[src/rtl/ramio_arbiter.sv]
// Two-requester round-robin arbiter for a single shared RAMIO port.
// Optional ownership timeout compiled in with RAMIO_ARBITER_TIMEOUT_EN.
module ramio_arbiter #(
    parameter int TIMEOUT_CYCLES = 1024
) (
    input  logic        clk,
    input  logic        rst,
    input  logic        m0_enable,
    input  logic [1:0]  m0_write_type,
    input  logic [2:0]  m0_read_type,
    input  logic [31:0] m0_address,
    input  logic [31:0] m0_data_in,
    output logic [31:0] m0_data_out,
    output logic        m0_data_out_ready,
    output logic        m0_busy,
    input  logic        m1_enable,
    input  logic [1:0]  m1_write_type,
    input  logic [2:0]  m1_read_type,
    input  logic [31:0] m1_address,
    input  logic [31:0] m1_data_in,
    output logic [31:0] m1_data_out,
    output logic        m1_data_out_ready,
    output logic        m1_busy,
    output logic        ramio_enable,
    output logic [1:0]  ramio_write_type,
    output logic [2:0]  ramio_read_type,
    output logic [31:0] ramio_address,
    output logic [31:0] ramio_data_in,
    input  logic [31:0] ramio_data_out,
    input  logic        ramio_data_out_ready,
    input  logic        ramio_busy,
    output logic [1:0]  grant,
    output logic        timeout
);

    typedef enum logic [1:0] {IDLE, OWN0, OWN1} state_t;

    state_t state_q, state_d;
    logic   last_owner_q, last_owner_d;
    logic   nat_rel;
    logic   force_rel;
    logic   release_own;
    logic   own0, own1;

    if (TIMEOUT_CYCLES < 1) begin : g_bad_timeout
        $error("TIMEOUT_CYCLES must be at least 1");
    end

`ifdef RAMIO_ARBITER_TIMEOUT_EN
    logic [31:0] cnt_q, cnt_d;
    logic        timeout_q, timeout_d;

    // Counter holds the number of cycles already owned; hit on the last permitted cycle.
    always_comb begin
        force_rel = (state_q != IDLE) && (cnt_q == 32'(TIMEOUT_CYCLES - 1));
        cnt_d     = (state_q == IDLE || release_own) ? '0 : cnt_q + 32'd1;
        timeout_d = force_rel && !nat_rel;
    end

    always_ff @(posedge clk) begin
        if (rst) begin
            cnt_q     <= '0;
            timeout_q <= 1'b0;
        end else begin
            cnt_q     <= cnt_d;
            timeout_q <= timeout_d;
        end
    end

    assign timeout = timeout_q && !rst;
`else
    assign force_rel = 1'b0;
    assign timeout   = 1'b0;
`endif

    always_comb begin
        state_d      = state_q;
        last_owner_d = last_owner_q;
        nat_rel      = 1'b0;
        release_own  = 1'b0;
        case (state_q)
            IDLE: begin
                if (m0_enable && m1_enable) state_d = last_owner_q ? OWN0 : OWN1;
                else if (m0_enable)         state_d = OWN0;
                else if (m1_enable)         state_d = OWN1;
            end
            OWN0: begin
                nat_rel     = !m0_enable && !ramio_busy;
                release_own = nat_rel || force_rel;
                if (release_own) begin
                    last_owner_d = 1'b0;
                    state_d      = m1_enable ? OWN1 : IDLE;
                end
            end
            OWN1: begin
                nat_rel     = !m1_enable && !ramio_busy;
                release_own = nat_rel || force_rel;
                if (release_own) begin
                    last_owner_d = 1'b1;
                    state_d      = m0_enable ? OWN0 : IDLE;
                end
            end
            default: state_d = IDLE;
        endcase
    end

    always_ff @(posedge clk) begin
        if (rst) begin
            state_q      <= IDLE;
            last_owner_q <= 1'b1;
        end else begin
            state_q      <= state_d;
            last_owner_q <= last_owner_d;
        end
    end

    // Outputs are gated by rst so the port reads idle while reset is held.
    always_comb begin
        own0              = (state_q == OWN0) && !rst;
        own1              = (state_q == OWN1) && !rst;
        ramio_enable      = 1'b0;
        ramio_write_type  = '0;
        ramio_read_type   = '0;
        ramio_address     = '0;
        ramio_data_in     = '0;
        m0_data_out       = '0;
        m0_data_out_ready = 1'b0;
        m0_busy           = 1'b0;
        m1_data_out       = '0;
        m1_data_out_ready = 1'b0;
        m1_busy           = 1'b0;
        if (own0) begin
            ramio_enable      = m0_enable;
            ramio_write_type  = m0_write_type;
            ramio_read_type   = m0_read_type;
            ramio_address     = m0_address;
            ramio_data_in     = m0_data_in;
            m0_data_out       = ramio_data_out;
            m0_data_out_ready = ramio_data_out_ready;
            m0_busy           = ramio_busy;
            m1_busy           = 1'b1;
        end else if (own1) begin
            ramio_enable      = m1_enable;
            ramio_write_type  = m1_write_type;
            ramio_read_type   = m1_read_type;
            ramio_address     = m1_address;
            ramio_data_in     = m1_data_in;
            m1_data_out       = ramio_data_out;
            m1_data_out_ready = ramio_data_out_ready;
            m1_busy           = ramio_busy;
            m0_busy           = 1'b1;
        end
        grant = {own1, own0};
    end

endmodule

[config.mk]
export PLATFORM = sky130hd
export DESIGN_NAME = ramio_arbiter
export DESIGN_NICKNAME = d
export VERILOG_FILES = /design/src/rtl/ramio_arbiter.sv
export SDC_FILE = /design/constraint.sdc
export NUM_CORES = 1
export LEC_CHECK = 0
export CAP_MARGIN = 20
export CELL_PAD_IN_SITES_DETAIL_PLACEMENT = 1
export CELL_PAD_IN_SITES_GLOBAL_PLACEMENT = 1
export CORE_AREA = 2 2 122 124
export DETAILED_ROUTE_END_ITERATION = 10
export DIE_AREA = 0 0 124 126
export GPL_TIMING_DRIVEN = 0
export HOLD_SLACK_MARGIN = 0.03
export PLACE_DENSITY_LB_ADDON = 0.1
export SLEW_MARGIN = 20
export SYNTH_ARGS = -nofsm -noshare
export SYNTH_HDL_FRONTEND = slang
export SYNTH_SLANG_ARGS = --single-unit
[constraint.sdc]
create_clock -name clk -period 1.45 [get_ports clk]
set_input_delay 0.29 -clock clk [delete_from_list [all_inputs] [get_ports clk]]
set_output_delay 0.29 -clock clk [all_outputs]
set_load 0.01 [all_outputs]
==> metrics.md <==
| Metric | Value |
|---|---|
| H-Tree Depth | `1` |
| R2r worst-path depth | `4` |
| XOR/XNOR Fraction of Synth Area | `0%` |
| First-pass GRT wire length | `18.8 mm` |
| GP Congestion | `0.758` |
| DRC | `0` |
| Path type of the worst setup path | `reg -> out` |
| Clk buf depth | `2` |
| Via count | `around 3k` |
| Number of global-route vias before repair | `3282` |
| CTS clk-pin slew, worst paths | `0.03 ns` |
| Initial antenna violation count | `0` |
| Full die area | `0.0156 mm2` |
| Total track usage | `15.7%` |
| CTS tree | `yes` |
| NumNets Final | `732` |
| Synth-to-Final Area Change | `309%` |
| DR pass1 iterations | `4` |
| Final Hold Vio Count | `0` |
| CP Data Arrival Time | `1.58 ns` |
| Cell Chain, Critical Path | `nor3b_4 -> buf_6 -> buf_12 -> buf_8 -> buf_8 -> and2_4 -> buf_6` |
| Hold path depth | `2` |
| Post-route ant nets | `0` |
| Total Power | `2.44 mW` |
| Number of buffers created by CTS | `3` |
| Crit-path slowest cell | `dfxtp_4` |
| Core ar. | `0.0143 mm2` |
| Unrepaired setup endpoints after global routing | `yes` |
| Commonest cells in the netlist | `a22o_1 (70), and2_1 (66), buf_2 (10), buf_4 (10), clkbuf_1 (7)` |
| Pwr Density | `429 mW/mm2` |
| Fill count | `between 1.5k and 2k` |
| Compound-cell area share of the yosys netlist | `approximately half` |
| CP endpoint kind | `output pin` |
| Slack of the critical path | `-0.416 ns` |
| TritonCTS Sinks | `3` |
| Fin crit share | `129%` |
| Yosys top cell area share | `44.0%` |
| Final WL | `13.6 mm` |
| Largest net degree at the start of global routing | `11` |
| CTS root buf | `clkbuf_16` |
| Synth Area in Adders | `0%` |
| Ratio of cells with drive above 1 in the final layout | `51.2%` |
| Final Skew | `0.00278 ns` |
| Die span in x | `124 um` |
| Worst r2r dst | `state_q[0]` |
| Critical Path RT | `~1.2 ns` |
| Post-synth top flop | `dfxtp_1` |
| Synth Area per Inst | `about 7.4 um2` |
| Starting density of the core | `between 9 and 10%` |
| Post-synthesis mux area share | `0%` |
| Grt ovf | `0` |
| Mapped Cells | `189` |
| Post-synth cell types | `22` |
| Slew Viols, Final | `0` |
| Hold Startpoint | `rst` |
| Peak supply drop | `0.000306 V` |
| Post-Synth Simple-Gate Area | `about 34%` |
| Min Tclk post-route | `1.87 ns` |
| Rows | `44` |
| # diodes | `0` |
| Ys Warns | `0` |
| Initial DRC Count | `38` |
| Die height | `126 um` |
| Insertion delay to the later sink of the worst-skew pair | `0.22 ns` |
| IO Count | `317` |
| Register area share after synthesis | `4.31%` |
| Hold WC Path Type | `in -> reg` |
| Finished Core Util | `39.8%` |
| Largest stage delay on the critical path | `between 0.3 and 0.4 ns` |
| Max Cap Viol | `0` |
| Largest family of logic cells by synthesized area | `compound AO/OA/AOI/OAI gates` |
| Async S/R FF share, synth | `0%` |
| Crit path launch type | `register` |
| Static Leak | `2.67 nW` |
| Cell taking the most area after synthesis | `a22o_1` |
| Violated checks | `negative setup slack` |
| Reg2reg setup slack | `about 0.33 ns` |
| Synth top area cells | `a22o_1 (44%), and2_1 (30%), buf_4 (5.4%)` |
| Drt wl/cell | `18.4 um` |
| Most frequent cell after synthesis | `a22o_1` |
| CTS Hold Bufs | `0` |
| Max FO, Critical Path | `8` |
| Post-synthesis cell area | `0.00139 mm2` |
| Yosys reg bits | `3` |
| Post-Syn Nets | `365` |
| Outcome | `finished with violations` |
| FMAX | `0.536 GHz` |
| Hold Path End | `state_q[0]` |
| HPWL Detailed | `about 11 mm` |
| Post-synth EDFFs | `0` |
| Reg2Reg Launch Point | `state_q[0]` |
| Vias per cell | `roughly 4.1` |
| IO buf count | `approximately 310` |
| Final setup viols | `140` |
==> how the worst max path moves through the flow <==
stage | startpoint | to | slack (ns) | depth (start not counted)
after floorplan | rst | m0_data_out[10] | -0.01 | 5
after global placement | state_q[1] | ramio_address[5] | -0.91 | 6
after detailed placement | state_q[1] | ramio_address[5] | -0.96 | 6
after CTS | state_q[0] | m0_data_out[12] | -0.47 | 7
after global routing | state_q[0] | m0_data_out[16] | -0.48 | 7
final | state_q[0] | m0_data_out[18] | -0.42 | 7
==> cells by family after synthesis <==
group | count (synthesis)
compound gates | 81
simple gates | 73
buf+inv | 31
flops | 3
other cells | 1
==> repair_timing <==
action                                  in CTS  in global routing
hold endpoints to repair                     0                  0
cloned                                      16                  0
pin swaps                                   56                 37
setup buffers                               32                  9
gates resized for setup                    732                 76
endpoints found under the setup margin     140                140
==> sequential cells by signal, indices dropped and copies added, names as in the netlist <==
signal / cells
state_q: 2
last_owner_q: 1
==> power by group <==
group | switching, mW | internal (mW)
clock | 0.0786 | 0.363
sequential | 0.0170 | 0.0964
combinational | 0.650 | 1.24
==> per-stage QoR <==
step	TNS, ns	instance area [um2]	hold WS, ns	setup slack, ns	std cells
final	-43.90	5700	0.266	-0.416	739
after global routing	-53.20	5700	0.271	-0.482	739
after CTS	-52.42	5420	0.269	-0.473	738
after detailed placement	-113.69	4870	0.509	-0.956	687
after global placement	-110.25	4870	0.509	-0.906	687
after floorplan	-0.433	1500	0.441	-0.0140	189
==> per-layer routing <==
metal	part of all wire [%]	track usage, %	up-vias
met5	0	0	-
met4	0.89	2.25	0
met3	12	4.30	8
met2	56	33.0	191
met1	31	14.9	1404
li1	-	-	1435
==> final cells by class <==
cell class              count  area [um2]  share of cell area, %
repair buffers            366        3640                   63.9
multi-input cells         155        1330                   23.3
plain buffers              23         335                   5.88
well taps                 184         230                   4.04
clock buffers               4        78.8                   1.38
flip-flops and latches      3        67.6                   1.19
inverters                   4        17.5                  0.307
==> placed cells by master (no fill, tap or decap), types with 2 or more instances in the layout <==
cell             count
and2_4              60
nor2_1               2
buf_16               3
a21o_1               2
o211ai_1             2
buf_4               14
a31oi_1              2
and2_1               6
clkdlybuf4s50_1    174
o21ai_0              2
buf_8               15
dfxtp_4              2
clkbuf_16            6
inv_1                3
buf_6              122
buf_2               52
a22o_1              69
buf_12               5
==> critical path: cells and delay by family (launching register included) <==
kind,cells,cell delay [ns]
DFF,1,0.36
and+or+nand+nor,2,0.37
buffers and inverters,5,0.61
Power figures use the tool's default switching activity.
